--- config.mk ---
export PLATFORM = sky130hd
export DESIGN_NAME = sram_port_arbiter_flat
export DESIGN_NICKNAME = d
export VERILOG_FILES = /design/src/rtl/sram_port_arbiter_if.sv /design/src/rtl/sram_port_arbiter.sv /design/src/flat_wrapper.sv
export SDC_FILE = /design/constraint.sdc
export NUM_CORES = 1
export LEC_CHECK = 0
export BUFFER_PORTS_ARGS = -buffer_cell sky130_fd_sc_hd__buf_2
export CAP_MARGIN = 20
export CORE_UTILIZATION = 35
export DETAILED_ROUTE_END_ITERATION = 16
export PLACE_DENSITY_LB_ADDON = 0.08
export SYNTH_ARGS = -nofsm -noshare
export SYNTH_HDL_FRONTEND = slang
export SYNTH_SLANG_ARGS = --single-unit
export TNS_END_PERCENT = 1
--- constraint.sdc ---
create_clock -name Clock -period 1.9 [get_ports Clock]
set_clock_uncertainty 0.2 [all_clocks]
set_input_delay 0.095 -clock Clock [delete_from_list [all_inputs] [get_ports Clock]]
set_output_delay 0.095 -clock Clock [all_outputs]
set_load 0.02 [all_outputs]
--- src/rtl/sram_port_arbiter_if.sv ---
// Signal bundle between the fetch requester, the data-path requester, the SRAM
// macro and sram_port_arbiter. The arbiter uses the slave modport.
interface sram_port_arbiter_if #(
    parameter int ADDR_W = 11,
    parameter int DATA_W = 16
);

    // Fetch requester
    logic              FetchReq;
    logic [ADDR_W-1:0] FetchAddr;
    logic              FetchGnt;
    logic              FetchDone;
    logic [DATA_W-1:0] FetchData;

    // Data-path requester (LDURSW / STURW)
    logic              DataReq;
    logic              DataRNW;
    logic [ADDR_W-1:0] DataAddr;
    logic [DATA_W-1:0] DataWData;
    logic              DataGnt;
    logic              DataDone;
    logic [DATA_W-1:0] DataRData;

    // SRAM macro port
    logic              SramCE;
    logic              SramOE;
    logic              SramRNW;
    logic [ADDR_W-1:0] SramAddr;
    logic [DATA_W-1:0] SramWData;
    logic [DATA_W-1:0] SramRData;

    // Status and FSM state for observation
    logic              Busy;
    logic [1:0]        DbgState;

    modport slave (
        input  FetchReq, FetchAddr,
        output FetchGnt, FetchDone, FetchData,
        input  DataReq, DataRNW, DataAddr, DataWData,
        output DataGnt, DataDone, DataRData,
        output SramCE, SramOE, SramRNW, SramAddr, SramWData,
        input  SramRData,
        output Busy, DbgState
    );

    modport master (
        output FetchReq, FetchAddr,
        input  FetchGnt, FetchDone, FetchData,
        output DataReq, DataRNW, DataAddr, DataWData,
        input  DataGnt, DataDone, DataRData,
        input  SramCE, SramOE, SramRNW, SramAddr, SramWData,
        output SramRData,
        input  Busy, DbgState
    );

endinterface

--- src/rtl/sram_port_arbiter.sv ---
// Shares one SRAM port between instruction fetch (read-only) and the data path,
// running a fixed WAIT-cycle access followed by a one-cycle Done turnaround.
module sram_port_arbiter #(
    parameter int ADDR_W     = 11,
    parameter int DATA_W     = 16,
    parameter int WAIT       = 2,
    parameter int STARVE_MAX = 4
) (
    input logic                Clock,
    input logic                Reset,
    sram_port_arbiter_if.slave bus
);

    // Handshake: a requester raises Req and holds it until its Done pulse; Req
    // is sampled only in IDLE, so a Req still high after Done is a new request.
    // Gnt covers ACCESS and DONE, and Done is a single cycle.

    typedef enum logic [1:0] {
        IDLE   = 2'd0,
        ACCESS = 2'd1,
        DONE   = 2'd2
    } state_t;

    localparam int CW = (WAIT > 1) ? $clog2(WAIT) : 1;
    localparam int SW = $clog2(STARVE_MAX + 1);
    localparam logic [CW-1:0] CNT_LOAD   = CW'(WAIT - 1);
    localparam logic [SW-1:0] STARVE_TOP = SW'(STARVE_MAX);

    state_t            state_q, state_d;
    logic [CW-1:0]     cnt_q, cnt_d;
    logic [SW-1:0]     starve_q, starve_d;
    logic              owner_data_q, owner_data_d;
    logic              rnw_q, rnw_d;
    logic [ADDR_W-1:0] addr_q, addr_d;
    logic [DATA_W-1:0] wdata_q, wdata_d;
    logic [DATA_W-1:0] fdata_q, fdata_d;
    logic [DATA_W-1:0] drdata_q, drdata_d;
    logic              data_wins;

    // Data has priority unless fetch has already lost STARVE_MAX times in a row.
    assign data_wins = bus.DataReq && !(bus.FetchReq && (starve_q == STARVE_TOP));

    always_ff @(posedge Clock or negedge Reset) begin
        if (!Reset) begin
            state_q      <= IDLE;
            cnt_q        <= '0;
            starve_q     <= '0;
            owner_data_q <= 1'b0;
            rnw_q        <= 1'b1;
            addr_q       <= '0;
            wdata_q      <= '0;
            fdata_q      <= '0;
            drdata_q     <= '0;
        end else begin
            state_q      <= state_d;
            cnt_q        <= cnt_d;
            starve_q     <= starve_d;
            owner_data_q <= owner_data_d;
            rnw_q        <= rnw_d;
            addr_q       <= addr_d;
            wdata_q      <= wdata_d;
            fdata_q      <= fdata_d;
            drdata_q     <= drdata_d;
        end
    end

    always_comb begin
        state_d      = state_q;
        cnt_d        = cnt_q;
        starve_d     = starve_q;
        owner_data_d = owner_data_q;
        rnw_d        = rnw_q;
        addr_d       = addr_q;
        wdata_d      = wdata_q;
        fdata_d      = fdata_q;
        drdata_d     = drdata_q;

        unique case (state_q)
            IDLE: begin
                if (data_wins) begin
                    state_d      = ACCESS;
                    cnt_d        = CNT_LOAD;
                    owner_data_d = 1'b1;
                    rnw_d        = bus.DataRNW;
                    addr_d       = bus.DataAddr;
                    wdata_d      = bus.DataWData;
                    if (bus.FetchReq && (starve_q != STARVE_TOP)) begin
                        starve_d = starve_q + 1'b1;
                    end
                end else if (bus.FetchReq) begin
                    state_d      = ACCESS;
                    cnt_d        = CNT_LOAD;
                    owner_data_d = 1'b0;
                    rnw_d        = 1'b1;
                    addr_d       = bus.FetchAddr;
                    starve_d     = '0;
                end
            end

            ACCESS: begin
                if (cnt_q == '0) begin
                    state_d = DONE;
                    // SramRData is valid only in the final ACCESS cycle.
                    if (rnw_q) begin
                        if (owner_data_q) begin
                            drdata_d = bus.SramRData;
                        end else begin
                            fdata_d = bus.SramRData;
                        end
                    end
                end else begin
                    cnt_d = cnt_q - 1'b1;
                end
            end

            DONE: begin
                state_d = IDLE;
            end

            default: begin
                state_d = IDLE;
            end
        endcase
    end

    assign bus.FetchGnt  = (state_q != IDLE) && !owner_data_q;
    assign bus.DataGnt   = (state_q != IDLE) &&  owner_data_q;
    assign bus.FetchDone = (state_q == DONE) && !owner_data_q;
    assign bus.DataDone  = (state_q == DONE) &&  owner_data_q;
    assign bus.FetchData = fdata_q;
    assign bus.DataRData = drdata_q;

    assign bus.SramCE    = (state_q == ACCESS);
    assign bus.SramOE    = (state_q == ACCESS) && rnw_q;
    assign bus.SramRNW   = (state_q == ACCESS) ? rnw_q : 1'b1;
    assign bus.SramAddr  = addr_q;
    assign bus.SramWData = wdata_q;

    assign bus.Busy      = (state_q != IDLE);
    assign bus.DbgState  = state_q;

endmodule

--- src/flat_wrapper.sv ---
// flat-port wrapper written by rule: the top's interface ports become plain ports
module sram_port_arbiter_flat 
#(
    parameter int ADDR_W     = 11,
    parameter int DATA_W     = 16,
    parameter int WAIT       = 2,
    parameter int STARVE_MAX = 4
)
  (Clock, Reset, bus_FetchReq, bus_FetchAddr, bus_FetchGnt, bus_FetchDone, bus_FetchData, bus_DataReq, bus_DataRNW, bus_DataAddr, bus_DataWData, bus_DataGnt, bus_DataDone, bus_DataRData, bus_SramCE, bus_SramOE, bus_SramRNW, bus_SramAddr, bus_SramWData, bus_SramRData, bus_Busy, bus_DbgState);
  sram_port_arbiter_if #(.ADDR_W(ADDR_W), .DATA_W(DATA_W)) bus_i ();
  input logic Clock;
  input logic Reset;
  input wire logic [$bits(bus_i.FetchReq)-1:0] bus_FetchReq;
  input wire logic [$bits(bus_i.FetchAddr)-1:0] bus_FetchAddr;
  output wire logic [$bits(bus_i.FetchGnt)-1:0] bus_FetchGnt;
  output wire logic [$bits(bus_i.FetchDone)-1:0] bus_FetchDone;
  output wire logic [$bits(bus_i.FetchData)-1:0] bus_FetchData;
  input wire logic [$bits(bus_i.DataReq)-1:0] bus_DataReq;
  input wire logic [$bits(bus_i.DataRNW)-1:0] bus_DataRNW;
  input wire logic [$bits(bus_i.DataAddr)-1:0] bus_DataAddr;
  input wire logic [$bits(bus_i.DataWData)-1:0] bus_DataWData;
  output wire logic [$bits(bus_i.DataGnt)-1:0] bus_DataGnt;
  output wire logic [$bits(bus_i.DataDone)-1:0] bus_DataDone;
  output wire logic [$bits(bus_i.DataRData)-1:0] bus_DataRData;
  output wire logic [$bits(bus_i.SramCE)-1:0] bus_SramCE;
  output wire logic [$bits(bus_i.SramOE)-1:0] bus_SramOE;
  output wire logic [$bits(bus_i.SramRNW)-1:0] bus_SramRNW;
  output wire logic [$bits(bus_i.SramAddr)-1:0] bus_SramAddr;
  output wire logic [$bits(bus_i.SramWData)-1:0] bus_SramWData;
  input wire logic [$bits(bus_i.SramRData)-1:0] bus_SramRData;
  output wire logic [$bits(bus_i.Busy)-1:0] bus_Busy;
  output wire logic [$bits(bus_i.DbgState)-1:0] bus_DbgState;
  assign bus_i.FetchReq = bus_FetchReq;
  assign bus_i.FetchAddr = bus_FetchAddr;
  assign bus_FetchGnt = bus_i.FetchGnt;
  assign bus_FetchDone = bus_i.FetchDone;
  assign bus_FetchData = bus_i.FetchData;
  assign bus_i.DataReq = bus_DataReq;
  assign bus_i.DataRNW = bus_DataRNW;
  assign bus_i.DataAddr = bus_DataAddr;
  assign bus_i.DataWData = bus_DataWData;
  assign bus_DataGnt = bus_i.DataGnt;
  assign bus_DataDone = bus_i.DataDone;
  assign bus_DataRData = bus_i.DataRData;
  assign bus_SramCE = bus_i.SramCE;
  assign bus_SramOE = bus_i.SramOE;
  assign bus_SramRNW = bus_i.SramRNW;
  assign bus_SramAddr = bus_i.SramAddr;
  assign bus_SramWData = bus_i.SramWData;
  assign bus_i.SramRData = bus_SramRData;
  assign bus_Busy = bus_i.Busy;
  assign bus_DbgState = bus_i.DbgState;
  sram_port_arbiter #(.ADDR_W(ADDR_W), .DATA_W(DATA_W), .WAIT(WAIT), .STARVE_MAX(STARVE_MAX)) u_core (.Clock(Clock), .Reset(Reset), .bus(bus_i));
endmodule
* Word level (Yosys, flattened, before mapping) *
Cells that the tools add are included.

storage, ports and cells
  register bits = 67
  output and inout bits = 69

operators by class
  reduce and logical (&&, ||, !) cells = 21
  bitwise logic cells = 2
  $add $sub $neg = 2
  mux-type cells = 17
  equality and inequality tests = 7

operator list
  operator             number
  $mux 11              2
  $mux 3               3
  $logic_and 1x1->1    8
  $reduce_and 2->1     4
  $reduce_and 4->1     2
  $mux 1               7
  $mux 2               3
  $reduce_bool 2->1    3
  $ne 2x2->1 const B   2
  $pmux 2 s2           1
  $add 3x1->3 const B  1
  $eq 3x3->1 const B   1
  $ne 3x2->1 const B   1
  $ne 3x3->1 const B   1
  $reduce_and 3->1     1
  $eq 2x1->1 const B   1
  $eq 2x2->1 const B   1
  $logic_not 1->1      2
  $logic_not 2->1      1
  $not 1->1            2
  $pmux 1 s2           1
  $sub 1x1->1 const B  1

* Depth between registers and ports, before layout *
Gate-level depths: netlist of the first run.

  depth after elaboration = 6
  mapped depth = 6
  gate-level depth less buffers = 5

* Worst setup path before layout of the first run *
No wires, ideal clock.

  path type = reg2reg
  start point = reg u_core.state_q[0], in the netlist u_core.bus.DbgState[0]
  end point = reg u_core.fdata_q[10], in the netlist u_core.bus.FetchData[10]
  slack = -31 ps
  buffers on the path = 3
  stages on the path, launching flop included = 7
  setup time = 125 ps
  arrival = 1606 ps
  clock period less this slack = 1931 ps
  cell sequence = dfrtp_1 nor2b_4 buf_6 and4b_1 buf_6 buf_12 mux2_4

between the ends
  longest elaborated chain between the ends = 2

RTL lines
  item                        RTL line                 text
  from (decl)                 sram_port_arbiter.sv:29  state_t state_q, state_d;
  from (signal assigned)      sram_port_arbiter.sv:55  state_q <= state_d;
  $eq 2x1->1                  -
  via bus_SramCE              flat_wrapper.sv:25       output wire logic [$bits(bus_i.SramCE)-1:0] bus_SramCE;
  $reduce_and 4->1 (no line)  -
  to (signal assigned)        sram_port_arbiter.sv:62  fdata_q <= fdata_d;
  to (decl)                   sram_port_arbiter.sv:36  logic [DATA_W-1:0] fdata_q, fdata_d;

The timed path passes the listed nets, and every way through them passes these cells.
A chain may end at the register's enable or synchronous reset.

* Worst setup path after layout of the first run *
  start point = reg u_core.state_q[1], in the netlist u_core.bus.DbgState[1]
  end point = out bus_SramRNW

between the ends
  longest elaborated chain between the ends = 2

RTL lines
  item        RTL line                  text
  $eq 2x1->1  sram_port_arbiter.sv:135  assign bus.SramRNW = (state_q == ACCESS) ? rnw_q : 1'b1;
  $mux 1      sram_port_arbiter.sv:135
  to (decl)   flat_wrapper.sv:27        output wire logic [$bits(bus_i.SramRNW)-1:0] bus_SramRNW;

No other way between the ends.

==> results of run 1 <==
synth_stat cells (2+ instances only):
| cell | instances |
|---|---|
| mux2_2 | 38 |
| dfrtp_1 | 66 |
| a31oi_1 | 11 |
| mux2_4 | 10 |
| a21oi_1 | 14 |
| nor2_1 | 3 |
| buf_2 | 3 |
| o21ai_0 | 13 |
| nor3_1 | 3 |
| nand3_1 | 13 |
| inv_1 | 6 |
| buf_6 | 3 |
| ha_1 | 2 |
| clkbuf_1 | 6 |
| and2_1 | 2 |
report_power, final:
group,internal [mW],switching (mW)
logic,1.65,2.03
registers,2.17,0.412
clock network,0.601,0.558
total,4.42,3.00
what timing repair did:
action | in CTS | in global routing
hold buffers | 57 | 0
resized for setup | 0 | 1
setup endpoints to repair | 0 | 16
endpoints found under the hold margin | 130 | 0
routing by layer:
layer	share of wire, %	track usage [%]
met2	49	27.90
met4	2.6	9.245
met5	0	0
met3	5.9	4.187
met1	43	23.00
kinds of logic (layout without fill, tap and decap cells):
family | Yosys count | count (layout)
flip-flops | 67 | 67
multiplexers | 49 | 49
AO/OA/AOI/OAI | 41 | 41
AND/OR/NAND/NOR | 33 | 33
buffers and inverters | 20 | 216
adder cells (fa/ha/maj) | 2 | 2
through the flow:
step	setup slack [ns]	std cells	hold slack [ns]	cell area (µm²)
6_report	0.08035	510	0.1151	4403
5_1_grt	0.01278	510	0.1464	4403
4_1_cts	0.02430	510	0.1040	4395
3_3_place_gp	0.07672	437	-0.04789	3632
3_5_place_dp	0.03482	437	-0.05324	3632
2_1_floorplan	0.04160	212	-0.4006	2855
path summary, 6_finish.rpt:
path	to	slack, ns	cells after the start
max in group asynchronous	u_core.rnw_q	1.08	3
min reg2reg	u_core.bus.DataRData[1]	0.30	1
min	u_core.bus.FetchData[12]	0.12	3
max reg2reg	u_core.bus.FetchData[15]	0.11	4
min in group Clock	u_core.starve_q[0]	0.12	4
max	bus_SramRNW	0.08	4
registers in the layout, summed over array words and instances (netlist names):
register / flops
u_core.bus.FetchData: 16
u_core.cnt_q: 1
u_core.bus.DataRData: 16
u_core.bus.DbgState: 2
u_core.owner_data_q: 1
u_core.bus.SramWData: 16
u_core.bus.SramAddr: 11
u_core.starve_q: 3
u_core.rnw_q: 1
critical path: cells and delay by family, from the launching register on:
family                 cells  cell delay, ns
and+or+nand+nor            2            0.42
DFF                        1            0.46
buffers and inverters      2            0.30
cell type report:
class	count	area, µm²	share of cell area, %
Sequential cell	67	1679	38.14
Timing Repair Buffer	194	1319	29.95
Multi-Input combinational cell	125	1062	24.13
Tap cell	102	127.6	2.899
Clock buffer	9	123.9	2.813
Clock inverter	7	68.82	1.563
Inverter	6	22.52	0.5115
==> flow_summary.toml, run 1 <==
[critical_path]
critPathSlowestCell = "dfrtp_1"
cp-startpoint = "u_core.bus.DbgState[1]"
criticalPathCategory = "flop to primary output"
path_max_fanout = 6
cp.required_ns = 1.60
cpPeakStageDelay_ns = 0.46
crit_chain = "nor2b_4, buf_4, or2b_1, buf_2"
worstPathArrival_ns = 1.52
endpoint_kind = "primary output"
r2r_start = "u_core.bus.DbgState[1]"
critPathLaunchType = "flop"

[global_route]
overflow = 0
grt_max_degree = 68
grt.total_usage_pct = 17.84
first_global_vias = 2479
antenna_found_initial = 0
grt_pass1_wl_mm = 11.87

[sta]
tightest_slew_ns = 0.4295
maxSlewHeadroom_pct = 71.37
hold_viol_final = 0
period_needed_ns = 1.820
max_freq_mhz = 549.6
rsz0062_at_grt = "no"
setup_viol = 0
fin_crit_sh_pct = 95.77
final_max_slew_viol_count = 0
finalSetupTns_ns = 0

[clocking]
cts_setup_buffers = 0
cts_inserted_buffers = 9
cts.path.max_buffers = 2
htreeDepth = 3
path_clk_slew_ns = 0.08
cts_tree = "done"
root_buffer = "clkbuf_8"
clk_latency_ns = 0.34
cts.sinks = 67

[synthesis]
synthCells = 212
yosysTopAreaCell = "dfrtp_1"
synthSimpleGateAreaFrac_pct = 7.497
synth_top_family_by_area = "multiplexers"
muxShareOfSynthArea_pct = 20.60
yosysWarnings = 0
ys_seq_area_share_pct = 58.79
synth.avg_cell_area_um2 = 13.46
synthArstFlopShare_pct = 100.0
synth_fa_ha_area_share_pct = 0.8768
syn_nets = 273
synth_ff_type = "dfrtp_1"
synth-edff-count = 0
synth.distinct_cells = 34
netlist_area_um2 = 2854
synth_xor_area_share_pct = 0
synth_area_leaders = "dfrtp_1 (58%), mux2_2 (15%), mux2_4 (5.3%)"
yosysTopAreaCellShare_pct = 57.87
synth_compound_area_share_pct = 7.979
ys_ff_latch = 67

[floorplan]
start_util_pct = 36.55
fp.dieW_um = 92.30
ios = 128
coreArea_um2 = 7807
fp-row-count = 32
die-area_um2 = 8519
fp.dieH_um = 92.30

[detailed_routing]
wire_per_inst_um = 14.31
ant_nets = 0
drt_wl_total_mm = 7.299
drtIter0Drc = 75
vias_per_cell = 4.825
drc = 0
num_vias = 2461
first_pass_iters = 5

[cells_and_area]
post-route-util_pct = 56.39
syn2layout_area_growth_pct = 54.27
num_antenna_cells = 0
final_cell_mix = "buf_2 (127), dfrtp_1 (65), dlygate4sd3_1 (57), mux2_2 (38), a21oi_1 (14)"
fillCellCount = 678
fin_nets = 464
final_common_cell = "buf_2"
drive_gt1_share_pct = 50.74

[status]
status = "finished, final reports clean"

[pwr]
power.density_nw_per_um2 = 1685
power_leakage_nw = 2.101
total_power_mw = 7.418
peakVddDrop_mv = 0.6898

[worst_hold_path]
hp-class = "primary input to asynchronous set/reset pin"

[flow_run]
maxCapViolCount = 0

[placement]
place_congestion = 0.7365
portBuffers = 127
dp_hpwl_mm = 4.647
(Power assumes the default switching activity.)
==> run 2, diff against run 1 <==
--- a/config.mk
+++ b/config.mk
@@ -5,10 +5,10 @@
 export SDC_FILE = /design/constraint.sdc
 export NUM_CORES = 1
 export LEC_CHECK = 0
-export BUFFER_PORTS_ARGS = -buffer_cell sky130_fd_sc_hd__buf_2
 export CAP_MARGIN = 20
 export CORE_UTILIZATION = 35
 export DETAILED_ROUTE_END_ITERATION = 16
+export DONT_BUFFER_PORTS = 1
 export PLACE_DENSITY_LB_ADDON = 0.08
 export SYNTH_ARGS = -nofsm -noshare
 export SYNTH_HDL_FRONTEND = slang
==> run 2 against run 1 <==
Net effect: setup slack improved by 0.031 ns; wire length decreased by 2.2%; global-route usage decreased by 0.84 points; maximum frequency increased by 1.8%; die area unchanged; critical path depth decreased by 1; sequential cell count unchanged; clock power increased by 9%; register-to-register slack improved by 0.03 ns; critical endpoint unchanged; largest cell class unchanged; highest routed layer unchanged.
==> flow_summary.toml, run 2 (same netlist as run 1, synthesis figures left out) <==
[status]
status = "finished, final reports clean"

[critical_path]
cp_num_buf_inv = 1
path_max_fanout = 6
endpoint_kind = "primary output"
cpPeakStageDelay_ns = 0.47
worstPathArrival_ns = 1.49
cp.required_ns = 1.60
critPathLaunchType = "flop"
cpLargestDelayFamily = "simple AND/OR/NAND/NOR gates"
critPathSlowestCell = "dfrtp_1"
crit_chain = "nor2b_4, buf_4, or2b_1"
criticalPathCategory = "flop to primary output"

[pwr]
power_leakage_nw = 1.618
power.density_nw_per_um2 = 1798
peakVddDrop_mv = 0.6755
total_power_mw = 6.845

[sta]
max_freq_mhz = 559.2
hold_slack_ns = 0.03474
rsz0062_at_grt = "no"
period_needed_ns = 1.788
setup_ws_ns = 0.1117
setup_viol = 0
finalSetupTns_ns = 0
final_max_slew_viol_count = 0
hold_viol_final = 0
fin_crit_sh_pct = 94.12
maxSlewHeadroom_pct = 62.03
tightest_slew_ns = 0.5696

[detailed_routing]
highest_layer = "met4"
wire_per_inst_um = 18.49
vias_per_cell = 5.233
drc = 0
ant_nets = 0
drtIter0Drc = 81
first_pass_iters = 4
wl_met1_mm = 2.748
drt_wl_total_mm = 7.136
num_vias = 2020
wl_met3_um = 503
dr_wl_met2_mm = 3.662

[global_route]
overflow = 0
first_global_vias = 2170
grt.total_usage_pct = 16.99
grt_max_degree = 68
grt_pass1_wl_mm = 10.94
antenna_found_initial = 0

[clocking]
path_clk_slew_ns = 0.07
root_buffer = "clkbuf_8"
htreeDepth = 3
cts_setup_buffers = 0
cts_inserted_buffers = 9
cts_tree = "done"
cts.path.max_buffers = 2
cts.sinks = 67
clk_latency_ns = 0.33

[floorplan]
fp-row-count = 32
die-area_um2 = 8519
start_util_pct = 36.55
ios = 128
fp.dieH_um = 92.30
coreArea_um2 = 7807
fp.dieW_um = 92.30

[cells_and_area]
fin_nets = 340
stdcell_count = 386
fillCellCount = 690
num_antenna_cells = 0
drive_gt1_share_pct = 27.82
post-route-util_pct = 48.75
finalInstanceArea_um2 = 3806
syn2layout_area_growth_pct = 33.36
final_common_cell = "dfrtp_1"
final_cell_mix = "dfrtp_1 (65), dlygate4sd3_1 (59), mux2_2 (38), a21oi_1 (14)"

[placement]
dp_hpwl_mm = 4.408
pre_cts_ws_ns = 0.05475
portBuffers = 0
place_congestion = 0.7864
postPlaceCellArea_um2 = 2972
dp.cells = 310

[worst_hold_path]
hp-class = "primary input to flop"

[flow_run]
maxCapViolCount = 0
[run 2: cell types whose count changed in the layout (fill, tap and decap cells not counted), sizes merged]
cell         before  now
bufinv            1    2
buf             137   11
clkinv            4    2
dlygate4sd3      57   59
clkinvlp          2    1
clkbuf            9   11
[run 2: timing repair]
action,4_1_cts,5_1_grt
endpoints found under the setup margin,0,16
gates resized for setup,0,1
hold buffers,59,1
endpoints found under the hold margin,130,17
[run 2: layout make-up]
type,instances,area (µm²),area share [%]
multi-input combinational,125,1062,27.91
sequential,67,1679,44.12
inverter,6,22.52,0.5917
timing repair buffer,70,705.7,18.54
tap,102,127.6,3.353
clock buffer,11,131.4,3.452
clock inverter,5,77.57,2.038
[run 2: report_power, final]
part           total (mW)  leakage, nW  internal (mW)  switching (mW)
sequential           3.54        0.785           2.17            1.37
combinational        2.04        0.729           1.08           0.952
clock                1.27        0.103          0.736           0.531
[run 2: worst reg2reg max path: stages (launching register included)]
cell and delay [ns]:
dfrtp_1 0.38, inv_1 0.09, ha_1 0.17, and3_1 0.45
o21ai_0 0.18, a31oi_1 0.21
[run 2: layer usage]
layer	up-vias	global-route usage, %
li1	892	-
met1	985	18.82
met2	115	29.01
met3	28	5.583
met4	0	8.724
met5	-	0
[run 2: final timing paths]
| path | startpoint | to | slack (ns) | cells past startpoint |
|---|---|---|---|---|
| min in group asynchronous | Reset | u_core.bus.FetchData[9] | 0.12 | 2 |
| hold / removal | bus_DataReq | u_core.bus.SramAddr[9] | 0.03 | 3 |
| setup / recovery | u_core.bus.DbgState[1] | bus_SramRNW | 0.11 | 3 |
| hold reg to reg | u_core.cnt_q | u_core.bus.DbgState[1] | 0.31 | 1 |
| max in group asynchronous | Reset | u_core.rnw_q | 1.10 | 2 |
| setup reg to reg | u_core.starve_q[0] | u_core.bus.SramAddr[2] | 0.14 | 5 |
==> run 3, diff against run 2 <==
--- a/config.mk
+++ b/config.mk
@@ -6,10 +6,12 @@
 export NUM_CORES = 1
 export LEC_CHECK = 0
 export CAP_MARGIN = 20
+export CORE_ASPECT_RATIO = 1.1
 export CORE_UTILIZATION = 35
 export DETAILED_ROUTE_END_ITERATION = 16
 export DONT_BUFFER_PORTS = 1
 export PLACE_DENSITY_LB_ADDON = 0.08
+export SETUP_SLACK_MARGIN = 0.4
 export SYNTH_ARGS = -nofsm -noshare
 export SYNTH_HDL_FRONTEND = slang
 export SYNTH_SLANG_ARGS = --single-unit
==> run 3 against run 2 <==
Net effect: the run now ends with hold timing left; critical path depth up 2; wire length rose by 2.3%; power is 3.7% higher; non-clock buffer count increased by 13; hold slack lost 0.78 ns; sequential share of layout area down 1.8 points; count of clock-buffer cells in the layout unchanged; global-route usage is 0.67 points higher; utilization grew 1.5 points; sequential cell count did not move; sequential power barely moved; highest routed layer unchanged.
==> flow_summary.toml, run 3 (same netlist as run 1, synthesis figures left out) <==
[sta]
maxSlewHeadroom_pct = 44.47
rsz0062_at_grt = "yes"
setup_viol = 0
final_max_slew_viol_count = 0
max_freq_mhz = 590.8
setup_ws_ns = 0.2074
period_needed_ns = 1.693
hold_slack_ns = -0.7452
hold_viol_final = 67
finalSetupTns_ns = 0
fin_crit_sh_pct = 89.08
tightest_slew_ns = 0.8330

[clocking]
holdBufCountCts = 57
clk_latency_ns = 0.33
path_clk_slew_ns = 0.07
htreeDepth = 3
cts.path.max_buffers = 2
cts_inserted_buffers = 9
cts.sinks = 67
root_buffer = "clkbuf_8"
cts_tree = "done"

[placement]
portBuffers = 0
place_congestion = 0.7242
postPlaceCellArea_um2 = 2980
dp_hpwl_mm = 4.417
pre_cts_ws_ns = 0.02385

[cells_and_area]
finalInstanceArea_um2 = 3976
final_cell_mix = "dfrtp_1 (63), dlygate4sd3_1 (56), mux2_2 (35), buf_4 (20), a21oi_1 (14)"
fillCellCount = 704
fin_nets = 355
syn2layout_area_growth_pct = 39.32
num_antenna_cells = 0
final_common_cell = "dfrtp_1"
drive_gt1_share_pct = 36.36
post-route-util_pct = 50.25

[pwr]
power.density_nw_per_um2 = 1786
total_power_mw = 7.100
peakVddDrop_mv = 0.9858
power_leakage_nw = 1.705

[floorplan]
fp.dieW_um = 88.10
die-area_um2 = 8520
ios = 128
coreArea_um2 = 7913
start_util_pct = 36.07
fp.dieH_um = 96.71
fp-row-count = 34

[worst_hold_path]
hp-class = "primary input to asynchronous set/reset pin"

[critical_path]
criticalPathCategory = "flop to flop"
r2r_start = "u_core.bus.DbgState[1]"
critPathLaunchType = "flop"
endpoint_kind = "flop"
cp-startpoint = "u_core.bus.DbgState[1]"
path_max_fanout = 8
cp.required_ns = 1.92
worstPathArrival_ns = 1.71

[detailed_routing]
num_vias = 2041
first_pass_iters = 4
drtIter0Drc = 48
drt_wl_total_mm = 7.303
drc = 0
vias_per_cell = 5.040
wire_per_inst_um = 18.03
ant_nets = 0

[global_route]
first_global_vias = 2136
grt_max_degree = 68
grt_pass1_wl_mm = 11.14
overflow = 0
grt.total_usage_pct = 17.66
antenna_found_initial = 0

[flow_run]
maxCapViolCount = 0

[status]
status = "complete, but fails checks"
violations = "hold timing"
[run 3: layout make-up]
type | instances | area [µm²] | share of cell area (%)
clock buffer | 11 | 151.4 | 3.807
tap | 108 | 135.1 | 3.398
inverter | 6 | 22.52 | 0.5664
sequential | 67 | 1682 | 42.29
timing repair buffer | 83 | 828.3 | 20.83
clock inverter | 3 | 15.01 | 0.3776
multi-input combinational | 127 | 1142 | 28.73
[run 3: where the power goes]
part	switching [mW]	internal (mW)
Sequential	1.35	2.17
Combinational	1.12	1.44
Clock	0.495	0.523
[run 3: critical path, cell delays in order, from the launching register on]
cell     delay [ns]
dfrtp_2        0.43
nor2b_4        0.13
and4b_2        0.26
buf_6          0.11
buf_12         0.12
mux2_2         0.33
[run 3: worst paths after layout]
| path | slack [ns] | end | cells past startpoint |
|---|---|---|---|
| worst max-delay path | 0.21 | u_core.bus.FetchData[2] | 5 |
| worst min-delay path | -0.75 | u_core.starve_q[1] | 0 |
| worst max register to register | 0.21 | u_core.bus.FetchData[2] | 5 |
| worst min register to register | 0.32 | u_core.bus.DbgState[1] | 1 |
| max in group asynchronous | 2.07 | u_core.rnw_q | 0 |
| min in group Clock | 0.05 | u_core.bus.SramAddr[9] | 3 |
[run 3: what timing repair did]
action	4_1_cts	5_1_grt
hold endpoints to repair	131	67
setup buffers	9	6
cloned	3	0
setup endpoints to repair	71	72
resized for setup	17	8
pin swaps	5	2
[run 3: per-stage QoR]
step | hold slack [ns] | instances
after floorplan | -0.4006 | 212
after CTS | -0.7711 | 399
after global placement | -0.3991 | 316
after global routing | -0.7893 | 405
final | -0.7452 | 405
after detailed placement | -0.3990 | 316
[run 3: routing by layer]
layer	vias to the layer above	wire [µm]	track usage, %
met5	-	0	0
met4	0	91	5.211
met3	11	571	7.509
met2	94	3926	30.47
met1	1010	2713	19.42
li1	926	-	-
